--- config.mk ---
export PLATFORM = sky130hd
export DESIGN_NAME = barrel_shift_pipe
export DESIGN_NICKNAME = d
export VERILOG_FILES = /design/src/rtl/barrel_shift_pipe.sv
export SDC_FILE = /design/constraint.sdc
export NUM_CORES = 1
export LEC_CHECK = 0
export CORE_ASPECT_RATIO = 2
export CORE_MARGIN = 5
export CORE_UTILIZATION = 54
export CTS_BUF_LIST = sky130_fd_sc_hd__clkbuf_2
export DETAILED_ROUTE_END_ITERATION = 12
export PLACE_DENSITY = 0.81
export SKIP_LAST_GASP = 1
export SYNTH_ARGS = -nofsm -noshare
export SYNTH_HDL_FRONTEND = slang
export SYNTH_SLANG_ARGS = --single-unit
--- constraint.sdc ---
create_clock -name clk -period 1.33 [get_ports clk]
set_clock_uncertainty 0.15 [all_clocks]
set_input_delay 0.266 -clock clk [delete_from_list [all_inputs] [get_ports clk]]
set_output_delay 0.266 -clock clk [all_outputs]
set_load 0.05 [all_outputs]
--- src/rtl/barrel_shift_pipe.sv ---
// Pipelined barrel shifter: logical/arithmetic shifts, rotate with BARREL_SHIFT_PIPE_ROTATE_EN.
// Latency SHW cycles, one operand per cycle.
// A stalled output freezes every stage; in_ready = !out_valid || out_ready.
module barrel_shift_pipe #(
  parameter int WIDTH = 8,
  parameter int SHW   = $clog2(WIDTH)
) (
  input  logic             clk,
  input  logic             rst,
  input  logic             in_valid,
  output logic             in_ready,
  input  logic [WIDTH-1:0] start,
  input  logic [SHW-1:0]   shift,
  input  logic             right,
  input  logic [1:0]       mode,
  output logic             out_valid,
  input  logic             out_ready,
  output logic [WIDTH-1:0] result
);

  logic w_adv;

  assign in_ready = !out_valid || out_ready;
  assign w_adv    = in_ready;

  for (genvar k = 0; k < SHW; k++) begin : g_stg
    localparam int S  = 1 << k;
    localparam int RW = SHW - k;

    logic             w_vld;
    logic             w_right;
    logic [1:0]       w_mode;
    logic [RW-1:0]    w_sh;
    logic [WIDTH-1:0] w_dat;
    logic [WIDTH-1:0] w_nxt;
    logic [S-1:0]     w_fill;
    logic             r_vld;
    logic [WIDTH-1:0] r_dat;

    if (k == 0) begin : g_src
      assign w_vld   = in_valid;
      assign w_right = right;
      assign w_mode  = mode;
      assign w_sh    = shift;
      assign w_dat   = start;
    end else begin : g_src
      assign w_vld   = g_stg[k-1].r_vld;
      assign w_right = g_stg[k-1].g_fwd.r_right;
      assign w_mode  = g_stg[k-1].g_fwd.r_mode;
      assign w_sh    = g_stg[k-1].g_fwd.r_sh;
      assign w_dat   = g_stg[k-1].r_dat;
    end

    // Arithmetic right keeps the running MSB, which every earlier stage has preserved.
    always_comb begin
      w_fill = {S{(w_mode == 2'b01) && w_right && w_dat[WIDTH-1]}};
      w_nxt  = w_dat;
      if (w_sh[0]) begin
`ifdef BARREL_SHIFT_PIPE_ROTATE_EN
        if (w_mode == 2'b10) begin
          if (w_right) w_nxt = {w_dat[S-1:0], w_dat[WIDTH-1:S]};
          else         w_nxt = {w_dat[WIDTH-S-1:0], w_dat[WIDTH-1:WIDTH-S]};
        end else if (w_right) begin
          w_nxt = {w_fill, w_dat[WIDTH-1:S]};
        end else begin
          w_nxt = {w_dat[WIDTH-S-1:0], {S{1'b0}}};
        end
`else
        if (w_right) w_nxt = {w_fill, w_dat[WIDTH-1:S]};
        else         w_nxt = {w_dat[WIDTH-S-1:0], {S{1'b0}}};
`endif
      end
    end

    always_ff @(posedge clk) begin
      if (rst)        r_vld <= 1'b0;
      else if (w_adv) r_vld <= w_vld;
    end

    if (k == SHW - 1) begin : g_last
      // Bubbles load zero so no stale data reaches result.
      always_ff @(posedge clk) begin
        if (rst)        r_dat <= '0;
        else if (w_adv) r_dat <= w_vld ? w_nxt : '0;
      end
    end else begin : g_mid
      always_ff @(posedge clk) begin
        if (w_adv) r_dat <= w_nxt;
      end
    end

    if (k < SHW - 1) begin : g_fwd
      logic          r_right;
      logic [1:0]    r_mode;
      logic [RW-2:0] r_sh;

      always_ff @(posedge clk) begin
        if (w_adv) begin
          r_right <= w_right;
          r_mode  <= w_mode;
          r_sh    <= w_sh[RW-1:1];
        end
      end
    end
  end

  assign out_valid = g_stg[SHW-1].r_vld;
  assign result    = g_stg[SHW-1].r_dat;

endmodule

Word level (Yosys, flattened, before mapping):

Cells that the tools add are included.

* input port bits: 18
* logic and storage cells: 30
* bits in registers: 36
* output and inout port bits: 10

* equality and inequality tests: 3
* muxes and demuxes: 7
* reductions and logical operators: 8

Operator list (count)
* 8-bit 2-to-1 mux: 7
* 2-bit by 1-bit == test with 1-bit output (second input constant): 3
* 1-bit logical AND: 6
* 1-bit logical NOT: 1
* 1-bit logical OR: 1

Longest topological paths before layout:

* word-level depth: 6
* depth in mapped cells: 4
* depth with buffers taken out: 3

Least setup slack after synthesis:

Ideal clock, no wire load.

* kind: register -> register
* start point: register g_stg[2].r_vld (netlist: out_valid)
* end point: register g_stg[2].r_dat[5] (netlist: result[5])
* stages on the path, launching flop included: 5
* path buffers: 1
* library setup time: 0.117 ns
* data required time: 1.063 ns
* data arrival time: 1.364 ns
* clock period less this slack: 1.632 ns
* slack: -0.302 ns
* cells stage by stage: dfxtp_1 nand2b_4 buf_6 nor3b_4 a32o_1

* word-level cells in the longest chain between the ends: 2

Ends and longest elaborated chain
* start, declared: line 37 `logic r_vld;`
* start signal, assigned: line 77 `else if (w_adv) r_vld <= w_vld;`
* 1-bit logical NOT: line 23 `assign in_ready = !out_valid || out_ready;`
* 1-bit logical OR: line 23
* net in_ready: line 11 `output logic in_ready,`
* end signal, assigned: line 84 `else if (w_adv) r_dat <= w_vld ? w_nxt : '0;`
* end, declared: line 38 `logic [WIDTH-1:0] r_dat;`

The timed path passes the listed nets, and every way through them passes these cells.
A chain may end at the register's enable or synchronous reset.

Worst setup path in the final report:

* start point: register g_stg[2].r_vld (netlist: out_valid)
* end point: output in_ready

* word-level cells in the longest chain between the ends: 2

Ends and longest elaborated chain (line)
* 1-bit logical NOT: 23
* 1-bit logical OR: 23
* end, declared: 11

Every way passes these cells.

==> results by group <==
Outcome
  • Status: finished with violations
  • Violated checks: negative setup slack

Die
  • Area of the die: 0.00424 mm2
  • I/O Pins: 28
  • Initial core utilization: 0.553
  • Die X-Extent: 48.6 um
  • Core area: 0.00291 mm2
  • Die Span Y: 87.2 um
  • Row count: 28

Synthesis
  • Avg Inst Size Synth: 11.9 um2
  • Synth area leaders: edfxtp_1 (47%), dfxtp_1 (14%), mux2i_1 (7.5%), a21oi_1 (3.4%), o2bb2ai_1 (3.3%)
  • Synth Area in XOR/XNOR: 0
  • Synth Area in Adders: 0
  • Netlist cell types: 24
  • Yosys top cell area share: 0.467
  • Synthesized instance count: 135
  • Synth warnings: 0
  • Main combinational cell family by area after synthesis: simple AND/OR/NAND/NOR gates
  • Post-Syn Area: 0.00161 mm2
  • Cell accounting for the most synthesized area: edfxtp_1
  • Seq/Total Area, Yosys: 0.603
  • Proportion of synthesized area in mux cells: 0.0747
  • Syn nets: 153
  • Complex-gate fraction of the synthesized area: 0.121
  • Simple-Gate Fraction of Synth Area: 0.161
  • FF+latch count, synth: 36

Layout
  • Nets: 192
  • P&R area growth vs syn: 36.6%
  • Post-layout util: 0.756
  • ANT cells: 0
  • Fill cells: 190
  • Layout cell share with drive strength beyond 1: 0.297

Clocking
  • Total CTS buffers: 5
  • Clk buf depth: 2
  • Clock transition at path regs: 190 ps
  • CTS tree: done
  • CTS HTree Levels: 2
  • Sink Count: 36
  • Clk_lat worst skew: 370 ps
  • Root Driver: clkbuf_2

Timing
  • Final WS setup: -127 ps
  • RSZ-0062 raised after global routing: true
  • Final Slew Violations: 0
  • Final period util: 1.10
  • Fin crit period: 1460 ps
  • Worst Tran Pin Value: 449 ps
  • Highest Clock Rate: 0.687 GHz
  • Worst slew margin: 0.701
  • Fin. Hold Viols: 0
  • Setup-failing EPs final: 3

Power and ir drop
  • Pleak: 0.873 nW
  • Power Density: 985 mW/mm2
  • Worst IR Drop VDD: 766 uV
  • Pwr Total: 2.16 mW

Placement
  • Routability cong.: 0.821
  • DP Wirelength: 2400 um
  • Port bufs: 27

Critical path
  • Crit Path Class: reg2out
  • Startpoint types: register
  • CP cell instances: nand2b_4, buf_6, buf_12
  • CP max-delay cell: dfxtp_4
  • CP max stage delay: 390 ps
  • Crit path max-delay family: flip-flops
  • Worst-path fanout max: 2
  • Crit path capture type: output port
  • Data required, critical path: 910 ps
  • Worst path buffer plus inverter count: 2
  • Crit path arrival time: 1040 ps
  • Register-to-register setup slack: 0 ps

Drt
  • DRC: 0
  • Pre-antenna DRT Iters: 4
  • Wirelength, routed: 3320 um
  • Via-per-instance ratio: 5.82
  • Vias: 1194
  • Routed len/inst: 16.2 um
  • Initial DRC count: 14
  • Routed Antenna Nets: 0

Flow run
  • Max Cap Viol: 0

Global routing
  • Met2 usage: 0.315
  • First-pass GRT wire length: 5110 um
  • Grt ovf: 0
  • Vias in the first global route: 1182
  • Met1 Track Usage GR: 0.131
  • Most used routing layer in global routing: met2
  • Total global-route track usage: 0.156
  • Largest net degree at the start of global routing: 28
  • GR Util met3: 0.0480
  • Initial antenna violation count: 0

Worst hold path
  • Worst min-delay path class: reg2reg
[area by class of cell]
class / instances / area, um2 / share of cell area
Sequential cell: 36 / 985 / 0.448
Multi-Input combinational cell: 86 / 607 / 0.276
Timing Repair Buffer: 41 / 515 / 0.234
Tap cell: 30 / 37.5 / 0.0171
Clock buffer: 5 / 25.0 / 0.0114
Inverter: 4 / 15.0 / 0.00683
Clock inverter: 3 / 13.8 / 0.00626
[cells in the mapped netlist]
library cell	count
nand3_1	7
clkbuf_1	1
buf_6	1
mux2i_1	12
nand3b_1	3
buf_2	6
clkbuf_2	1
o2bb2ai_1	6
a31oi_1	5
edfxtp_1	25
a21oi_1	11
nor2_2	1
dfxtp_1	11
nand2b_4	1
nand2_1	4
nor3b_4	1
nand2b_1	5
inv_1	4
nor2b_1	4
or2_2	4
nor2_1	13
o21ai_0	3
nand4b_1	2
a32o_1	4
[layout by cell type (no fill, tap or decap), types with 3 or more instances in the layout]
master and count:
clkdlybuf4s50_1 16, a31oi_1 3, dfxtp_2 8, buf_12 11, o2bb2ai_1 5, o21ai_0 3
clkbuf_2 5, a21oi_1 11, a32o_1 4, nor2_1 13, nand3b_1 3, buf_6 3
nand2_1 4, edfxtp_1 25, nand2b_1 5, inv_1 4, buf_4 9, nand3_1 7
mux2i_1 12
[cell families after synthesis]
logic type	Yosys count
flops	36
buf+inv	13
compound gates	29
simple gates	45
mux	12
[path summary, 6_finish.rpt]
| kind | from | endpoint | cells after the start |
|---|---|---|---|
| setup / recovery | out_valid$_SDFFE_PP0P_ | in_ready | 3 |
| hold / removal | g_stg[0].g_fwd.r_sh[1]$_DFFE_PP_ | g_stg[1].g_fwd.r_sh$_DFFE_PP_ | 0 |
| setup reg to reg | g_stg[1].g_fwd.r_sh$_DFFE_PP_ | result[6]$_SDFFE_PP0P_ | 2 |
| hold reg to reg | g_stg[0].g_fwd.r_sh[1]$_DFFE_PP_ | g_stg[1].g_fwd.r_sh$_DFFE_PP_ | 0 |
[registers in the layout, indices dropped and copies added, names as in the netlist]
name and cells:
g_stg.r_dat 16, result 8, g_stg.g_fwd.r_mode 4, g_stg.g_fwd.r_sh 3, g_stg.g_fwd.r_right 2, g_stg.r_vld 2
out_valid 1
[repair_timing]
item	CTS	global route
cloned	0	1
setup endpoints to repair	15	17
pin swaps	0	6
endpoints found under the hold margin	0	0
resized for setup	11	9
hold buffers	0	0
setup buffers	4	2
[report_power, final]
group | internal (mW) | switching, mW | total (mW)
clock | 0.118 | 0.338 | 0.456
combinational | 0.194 | 0.159 | 0.353
sequential | 1.29 | 0.0632 | 1.36
total | 1.60 | 0.560 | 2.16
[metrics by stage]
step | instance area (um2) | hold slack [ps] | setup TNS (ps) | cells | setup slack [ps]
2_1_floorplan | 1620 | 175 | 0 | 135 | 7.61
3_3_place_gp | 2050 | 264 | -8900 | 192 | -251
3_5_place_dp | 2050 | 257 | -10360 | 192 | -308
4_1_cts | 2130 | 271 | -321 | 204 | -151
5_1_grt | 2200 | 271 | -895 | 205 | -192
6_report | 2200 | 273 | -218 | 205 | -127
[per-layer routing]
metal	wire length [um]	vias up
li1	-	580
met1	1070	584
met2	2070	24
met3	131	6
met4	55	0
met5	0	-
Power figures use the tool's default switching activity.
